`src/rtl/id_ex_stage_if.sv`:
```
// ID->EX pipeline register bus: decoder-side inputs, EX-side registered outputs and stall.
// The master modport is the ID/control side; the slave modport is the pipeline register.
interface id_ex_stage_if #(
  parameter int unsigned WIDTH = 32,
  parameter int unsigned CNT_W = 16
);
  localparam int unsigned CTRL_W = 9;
  localparam int unsigned REG_W  = 5;

  logic              id_valid;
  logic [CTRL_W-1:0] id_ctrl;
  logic [WIDTH-1:0]  id_rd1;
  logic [WIDTH-1:0]  id_rd2;
  logic [WIDTH-1:0]  id_imm;
  logic [WIDTH-1:0]  id_pc4;
  logic [REG_W-1:0]  id_rs;
  logic [REG_W-1:0]  id_rt;
  logic [REG_W-1:0]  id_rd;
  logic              flush;
  logic              ex_hold;

  logic              stall_o;
  logic              ex_valid;
  logic [CTRL_W-1:0] ex_ctrl;
  logic [WIDTH-1:0]  ex_rd1;
  logic [WIDTH-1:0]  ex_rd2;
  logic [WIDTH-1:0]  ex_imm;
  logic [WIDTH-1:0]  ex_pc4;
  logic [REG_W-1:0]  ex_rs;
  logic [REG_W-1:0]  ex_rt;
  logic [REG_W-1:0]  ex_rd;
  logic [CNT_W-1:0]  bubble_count;

  modport master (
    output id_valid, id_ctrl, id_rd1, id_rd2, id_imm, id_pc4,
    output id_rs, id_rt, id_rd, flush, ex_hold,
    input  stall_o, ex_valid, ex_ctrl, ex_rd1, ex_rd2, ex_imm, ex_pc4,
    input  ex_rs, ex_rt, ex_rd, bubble_count
  );

  modport slave (
    input  id_valid, id_ctrl, id_rd1, id_rd2, id_imm, id_pc4,
    input  id_rs, id_rt, id_rd, flush, ex_hold,
    output stall_o, ex_valid, ex_ctrl, ex_rd1, ex_rd2, ex_imm, ex_pc4,
    output ex_rs, ex_rt, ex_rd, bubble_count
  );
endinterface

```
`src/rtl/id_ex_stage.sv`:
```
// ID->EX pipeline register with load-use hazard detection, bubble insertion,
// branch flush, downstream hold and a saturating count of load-use bubbles.
module id_ex_stage #(
  parameter int unsigned WIDTH = 32,
  parameter int unsigned CNT_W = 16
) (
  input  logic         clk,
  input  logic         rst_n,
  id_ex_stage_if.slave bus
);
  localparam int unsigned CTRL_W     = 9;
  localparam int unsigned REG_W      = 5;
  localparam int unsigned MEMWRITE_B = 7;
  localparam int unsigned BRANCH_B   = 5;
  localparam int unsigned REGDST_B   = 4;
  localparam int unsigned MEMREAD_B  = 2;

  logic              ex_valid_q;
  logic [CTRL_W-1:0] ex_ctrl_q;
  logic [WIDTH-1:0]  ex_rd1_q;
  logic [WIDTH-1:0]  ex_rd2_q;
  logic [WIDTH-1:0]  ex_imm_q;
  logic [WIDTH-1:0]  ex_pc4_q;
  logic [REG_W-1:0]  ex_rs_q;
  logic [REG_W-1:0]  ex_rt_q;
  logic [REG_W-1:0]  ex_rd_q;
  logic [CNT_W-1:0]  bubble_count_q;

  logic uses_rt;
  logic rt_match;
  logic hazard;

  // Load in EX whose destination (rt) is read by the instruction in ID.
  always_comb begin
    uses_rt  = bus.id_ctrl[REGDST_B] | bus.id_ctrl[BRANCH_B] | bus.id_ctrl[MEMWRITE_B];
    rt_match = (ex_rt_q == bus.id_rs) | (uses_rt & (ex_rt_q == bus.id_rt));
    hazard   = bus.id_valid & ex_valid_q & ex_ctrl_q[MEMREAD_B]
             & (ex_rt_q != '0) & rt_match;
  end

  // A flushed ID instruction never needs to stall, so flush masks the hazard stall.
  assign bus.stall_o = bus.ex_hold | (hazard & ~bus.flush);

  always_ff @(posedge clk) begin
    if (!rst_n) begin
      ex_valid_q     <= 1'b0;
      ex_ctrl_q      <= '0;
      ex_rd1_q       <= '0;
      ex_rd2_q       <= '0;
      ex_imm_q       <= '0;
      ex_pc4_q       <= '0;
      ex_rs_q        <= '0;
      ex_rt_q        <= '0;
      ex_rd_q        <= '0;
      bubble_count_q <= '0;
    end else if (!bus.ex_hold) begin
      if (bus.flush || hazard) begin
        ex_valid_q <= 1'b0;
        ex_ctrl_q  <= '0;
        ex_rd1_q   <= '0;
        ex_rd2_q   <= '0;
        ex_imm_q   <= '0;
        ex_pc4_q   <= '0;
        ex_rs_q    <= '0;
        ex_rt_q    <= '0;
        ex_rd_q    <= '0;
        // Only load-use bubbles are counted; flush takes precedence.
        if (!bus.flush && (bubble_count_q != '1)) begin
          bubble_count_q <= bubble_count_q + CNT_W'(1);
        end
      end else begin
        ex_valid_q <= bus.id_valid;
        ex_ctrl_q  <= bus.id_valid ? bus.id_ctrl : '0;
        ex_rd1_q   <= bus.id_rd1;
        ex_rd2_q   <= bus.id_rd2;
        ex_imm_q   <= bus.id_imm;
        ex_pc4_q   <= bus.id_pc4;
        ex_rs_q    <= bus.id_rs;
        ex_rt_q    <= bus.id_rt;
        ex_rd_q    <= bus.id_rd;
      end
    end
  end

  assign bus.ex_valid     = ex_valid_q;
  assign bus.ex_ctrl      = ex_ctrl_q;
  assign bus.ex_rd1       = ex_rd1_q;
  assign bus.ex_rd2       = ex_rd2_q;
  assign bus.ex_imm       = ex_imm_q;
  assign bus.ex_pc4       = ex_pc4_q;
  assign bus.ex_rs        = ex_rs_q;
  assign bus.ex_rt        = ex_rt_q;
  assign bus.ex_rd        = ex_rd_q;
  assign bus.bubble_count = bubble_count_q;

endmodule
```
`src/flat_wrapper.sv`:
```
// flat-port wrapper written by rule: the top's interface ports become plain ports
module id_ex_stage_flat 
#(
  parameter int unsigned WIDTH = 32,
  parameter int unsigned CNT_W = 16
)
  (clk, rst_n, bus_id_valid, bus_id_ctrl, bus_id_rd1, bus_id_rd2, bus_id_imm, bus_id_pc4, bus_id_rs, bus_id_rt, bus_id_rd, bus_flush, bus_ex_hold, bus_stall_o, bus_ex_valid, bus_ex_ctrl, bus_ex_rd1, bus_ex_rd2, bus_ex_imm, bus_ex_pc4, bus_ex_rs, bus_ex_rt, bus_ex_rd, bus_bubble_count);
  id_ex_stage_if #(.WIDTH(WIDTH), .CNT_W(CNT_W)) bus_i ();
  input  logic clk;
  input  logic rst_n;
  input wire logic [$bits(bus_i.id_valid)-1:0] bus_id_valid;
  input wire logic [$bits(bus_i.id_ctrl)-1:0] bus_id_ctrl;
  input wire logic [$bits(bus_i.id_rd1)-1:0] bus_id_rd1;
  input wire logic [$bits(bus_i.id_rd2)-1:0] bus_id_rd2;
  input wire logic [$bits(bus_i.id_imm)-1:0] bus_id_imm;
  input wire logic [$bits(bus_i.id_pc4)-1:0] bus_id_pc4;
  input wire logic [$bits(bus_i.id_rs)-1:0] bus_id_rs;
  input wire logic [$bits(bus_i.id_rt)-1:0] bus_id_rt;
  input wire logic [$bits(bus_i.id_rd)-1:0] bus_id_rd;
  input wire logic [$bits(bus_i.flush)-1:0] bus_flush;
  input wire logic [$bits(bus_i.ex_hold)-1:0] bus_ex_hold;
  output wire logic [$bits(bus_i.stall_o)-1:0] bus_stall_o;
  output wire logic [$bits(bus_i.ex_valid)-1:0] bus_ex_valid;
  output wire logic [$bits(bus_i.ex_ctrl)-1:0] bus_ex_ctrl;
  output wire logic [$bits(bus_i.ex_rd1)-1:0] bus_ex_rd1;
  output wire logic [$bits(bus_i.ex_rd2)-1:0] bus_ex_rd2;
  output wire logic [$bits(bus_i.ex_imm)-1:0] bus_ex_imm;
  output wire logic [$bits(bus_i.ex_pc4)-1:0] bus_ex_pc4;
  output wire logic [$bits(bus_i.ex_rs)-1:0] bus_ex_rs;
  output wire logic [$bits(bus_i.ex_rt)-1:0] bus_ex_rt;
  output wire logic [$bits(bus_i.ex_rd)-1:0] bus_ex_rd;
  output wire logic [$bits(bus_i.bubble_count)-1:0] bus_bubble_count;
  assign bus_i.id_valid = bus_id_valid;
  assign bus_i.id_ctrl = bus_id_ctrl;
  assign bus_i.id_rd1 = bus_id_rd1;
  assign bus_i.id_rd2 = bus_id_rd2;
  assign bus_i.id_imm = bus_id_imm;
  assign bus_i.id_pc4 = bus_id_pc4;
  assign bus_i.id_rs = bus_id_rs;
  assign bus_i.id_rt = bus_id_rt;
  assign bus_i.id_rd = bus_id_rd;
  assign bus_i.flush = bus_flush;
  assign bus_i.ex_hold = bus_ex_hold;
  assign bus_stall_o = bus_i.stall_o;
  assign bus_ex_valid = bus_i.ex_valid;
  assign bus_ex_ctrl = bus_i.ex_ctrl;
  assign bus_ex_rd1 = bus_i.ex_rd1;
  assign bus_ex_rd2 = bus_i.ex_rd2;
  assign bus_ex_imm = bus_i.ex_imm;
  assign bus_ex_pc4 = bus_i.ex_pc4;
  assign bus_ex_rs = bus_i.ex_rs;
  assign bus_ex_rt = bus_i.ex_rt;
  assign bus_ex_rd = bus_i.ex_rd;
  assign bus_bubble_count = bus_i.bubble_count;
  id_ex_stage #(.WIDTH(WIDTH), .CNT_W(CNT_W)) u_core (.clk(clk), .rst_n(rst_n), .bus(bus_i));
endmodule
```
`config.mk`:
```
export PLATFORM = sky130hd
export DESIGN_NAME = id_ex_stage_flat
export DESIGN_NICKNAME = d
export VERILOG_FILES = /design/src/rtl/id_ex_stage_if.sv /design/src/rtl/id_ex_stage.sv /design/src/flat_wrapper.sv
export SDC_FILE = /design/constraint.sdc
export NUM_CORES = 1
export LEC_CHECK = 0
export BUFFER_PORTS_ARGS = -buffer_cell sky130_fd_sc_hd__buf_4
export CAP_MARGIN = 15
export CORE_AREA = 2 2 127 129
export CTS_CLUSTER_DIAMETER = 200
export DETAILED_ROUTE_END_ITERATION = 16
export DIE_AREA = 0 0 129 131
export PLACE_DENSITY = 0.69
export SLEW_MARGIN = 40
export SYNTH_ARGS = -nofsm -noshare
export SYNTH_HDL_FRONTEND = slang
export SYNTH_SLANG_ARGS = --single-unit
```
`constraint.sdc`:
```
create_clock -name clk -period 3.85 [get_ports clk]
set_clock_uncertainty 0.15 [all_clocks]
set_input_delay 0.385 -clock clk [delete_from_list [all_inputs] [get_ports clk]]
set_output_delay 0.385 -clock clk [all_outputs]
set_load 0.01 [all_outputs]
```
==> results.json <==
{
  "outcome": "complete, no violations",
  "vias": 5041,
  "cts_resized": 0,
  "critPathRequiredTime_ps": 3310,
  "cts_tree": "built",
  "yosysSeqAreaShare_pct": 59.8,
  "final_util_pct": 56.8,
  "cts_max_path_buffers": 2,
  "synth_xor_area_share_pct": 1.55,
  "ys_top_cells_by_area": "dfxtp_1, a22o_1, mux2i_1",
  "synth_top_family_by_area": "compound AO/OA/AOI/OAI gates",
  "clk_latency_ps": 420,
  "die_width_um": 129,
  "arrival_ps": 2070,
  "grt_pass1_vias": 4694,
  "p_per_area_nw_per_um2": 442,
  "io_pins": 327,
  "syn-num-nets": 629,
  "drcViolationCount": 0,
  "placed_cell_area_um2": 8270,
  "io_buffers": 326,
  "dieArea_um2": 16900,
  "syn_area_per_cell_um2": 12.0,
  "reg2reg_from": "u_core.bus.ex_rt[3]$_SDFFE_PN0N_",
  "vdd_drop_max_mv": 0.281,
  "coreArea_um2": 15600,
  "post-cts-setup-buffer-count": 0,
  "ys.flop_type": "dfxtp_1",
  "hold_path.class": "primary input to flop",
  "async_flop_share_pct": 0,
  "start_util_pct": 36.3,
  "crit_fanout": 6,
  "relSlewSlack_pct": 58.9,
  "vias_per_cell": 4.97,
  "area_growth_pct": 56.5,
  "finalWorstSetupSlack_ps": 1240,
  "wl_per_cell_um": 16.7,
  "fin_crit_sh_pct": 67.7,
  "rsz0062_at_grt": "false",
  "clockRootBuffer": "clkbuf_16",
  "yosysWarnings": 0,
  "final_nets": 943,
  "post-place-ws_ps": 1080,
  "cp_cell_sequence": "nor3_1 -> a21oi_1 -> inv_1 -> o31ai_1 -> buf_4",
  "firstDrtPassIters": 4,
  "power.leakage_nw": 4.06,
  "antenna_found_initial": 0,
  "grt_max_degree": 85,
  "drive_gt1_share_pct": 45.5,
  "hold_viol": 0,
  "dp_hpwl_um": 12400,
  "grt_overflow": 0,
  "crit_slowest_cell": "a21oi_1",
  "synth_compound_gate_area_share_pct": 25.8,
  "grt_use_total_pct": 18.7,
  "min_from": "bus_id_rd1[13]",
  "synthCells": 471,
  "reg2reg_depth": 7,
  "routed_wirelength_um": 16900,
  "start_kind": "flop",
  "n_antenna_cell": 0,
  "synth-edff-count": 0,
  "fmax_ghz": 0.383,
  "setup_viol": 0,
  "syn_area_um2": 5660,
  "fin_area_um2": 8850,
  "ys_ff_latch": 169,
  "reg2reg_to": "u_core.bus.ex_rd2[10]$_SDFFE_PN0N_",
  "die_y_um": 131,
  "grt_pass1_wl_um": 24500,
  "row_count": 46,
  "synth_most_common_cell": "dfxtp_1",
  "clk_transition_reported_paths_ps": 60,
  "cpPeakStageDelay_ps": 470,
  "synth-simple-area-share_pct": 6.81,
  "hold-path-cell-count": 2,
  "ant_nets": 0,
  "final_max_slew_viol_count": 0,
  "rrSetupSlack_ps": 1340,
  "clock-sinks": 169,
  "htreeDepth": 4,
  "max_cap_violations": 0,
  "setup_tns_ps": 0,
  "synth_common_cells": "dfxtp_1, a22o_1, clkbuf_1, nand2_1, buf_2",
  "worst_slew_pin_slew_ps": 612,
  "whs_endpoint": "u_core.bus.ex_rd1[13]$_SDFFE_PN0N_",
  "synth_mux_area_share_pct": 1.77,
  "fin_crit_ps": 2610,
  "path_class": "flop to primary output",
  "place_congestion": 0.891,
  "synth_top_area_share_pct": 59.8,
  "drt_iter0_drc": 217,
  "cts_hold_buf": 0,
  "ys_types": 31,
  "critPathCaptureType": "primary output",
  "synth_top_cell_by_area": "dfxtp_1",
  "yosys.area_share.adder_pct": 0.221,
  "cts_buffers": 17
}
## routing by layer
layer / routed length [um] / global-route usage, %
met1: 6640 / 21.2
met5: 0 / 0
met4: 472 / 9.46
met3: 1350 / 5.54
met2: 8470 / 32.3
## cell families (layout without fill, tap and decap cells)
family	count (synthesis)	in the layout
mux	10	10
compound gates	169	169
xor+xnor	10	10
simple gates	71	71
flops	169	169
fa+ha+maj	1	1
buf+inv	41	368
## through the flow
| stage | std cells | hold WS, ps | power [mW] |
|---|---|---|---|
| 3_5_place_dp | 982 | 305 | 2.28 |
| 4_1_cts | 1014 | 9.56 | 3.96 |
| 6_report | 1014 | 28.6 | 3.91 |
| 2_1_floorplan | 471 | 344 | 2.03 |
| 5_1_grt | 1014 | 9.57 | 4.06 |
| 3_3_place_gp | 981 | 299 | 2.27 |
## placed cells by master, fill, tap and decap left out, types with 2 or more instances in the layout
cell type   count
nor2_1          4
a22o_1        144
buf_12          2
buf_4         330
o41ai_1         2
nand2_1        18
and2_1          2
nand3_1         8
nor3_1          6
and4_1          3
a32o_1          9
clkbuf_16      17
or4_1           4
nand2b_1       10
a21oi_1         6
mux2i_1        10
and3_1          3
dfxtp_1       169
clkinvlp_4      3
nand4_1         4
o31ai_1         4
inv_1           3
bufinv_16       2
nor4_1          5
inv_6           2
clkbuf_8        2
clkbuf_1        4
xor2_1         10
## where the power goes
part           leakage (nW)  internal [mW]  switching [mW]
clock                 0.274          0.994           0.672
sequential             1.38           1.81          0.0382
combinational          2.41          0.235           0.162
total                  4.06           3.04           0.872
## how the worst max path moves through the flow
stage,from,endpoint,slack [ps]
2_1_floorplan,u_core.bus.ex_rt[2]$_SDFFE_PN0N_,bus_stall_o,1660
3_3_place_gp,bus_id_ctrl[4],u_core.bus.ex_rd1[19]$_SDFFE_PN0N_,1160
3_5_place_dp,bus_id_ctrl[4],u_core.bus.ex_rd2[10]$_SDFFE_PN0N_,1080
4_1_cts,u_core.bus.ex_rt[2]$_SDFFE_PN0N_,bus_stall_o,1260
5_1_grt,u_core.bus.ex_rt[1]$_SDFFE_PN0N_,bus_stall_o,1060
6_report,u_core.bus.ex_rt[0]$_SDFFE_PN0N_,bus_stall_o,1240
## cell type report
type	count	area, um2
fillers	1308	6750
flip-flops and latches	169	3380
repair buffers	333	2540
multi-input cells	261	2060
clock buffers	23	468
well taps	216	270
clock inverters	9	114
inverters	3	11.3
## flip-flops by register name, indices dropped and copies added (netlist names)
| name | cells |
|---|---|
| u_core.bus.ex_rd | 5 |
| u_core.bus.ex_rt | 5 |
| u_core.bus.ex_rd1 | 32 |
| u_core.bus.ex_imm | 32 |
| u_core.bus.ex_valid | 1 |
| u_core.bus.ex_rd2 | 32 |
| u_core.bus.bubble_count | 16 |
| u_core.bus.ex_ctrl | 9 |
| u_core.bus.ex_rs | 5 |
| u_core.bus.ex_pc4 | 32 |
## critical path, delay by kind of cell (launching register included)
family	cells	cell delay, ps
flip-flops	1	450
buffers and inverters	2	390
AO/OA/AOI/OAI	2	730
AND/OR/NAND/NOR	1	90
Note: power is estimated with default switching activity, not from simulation.
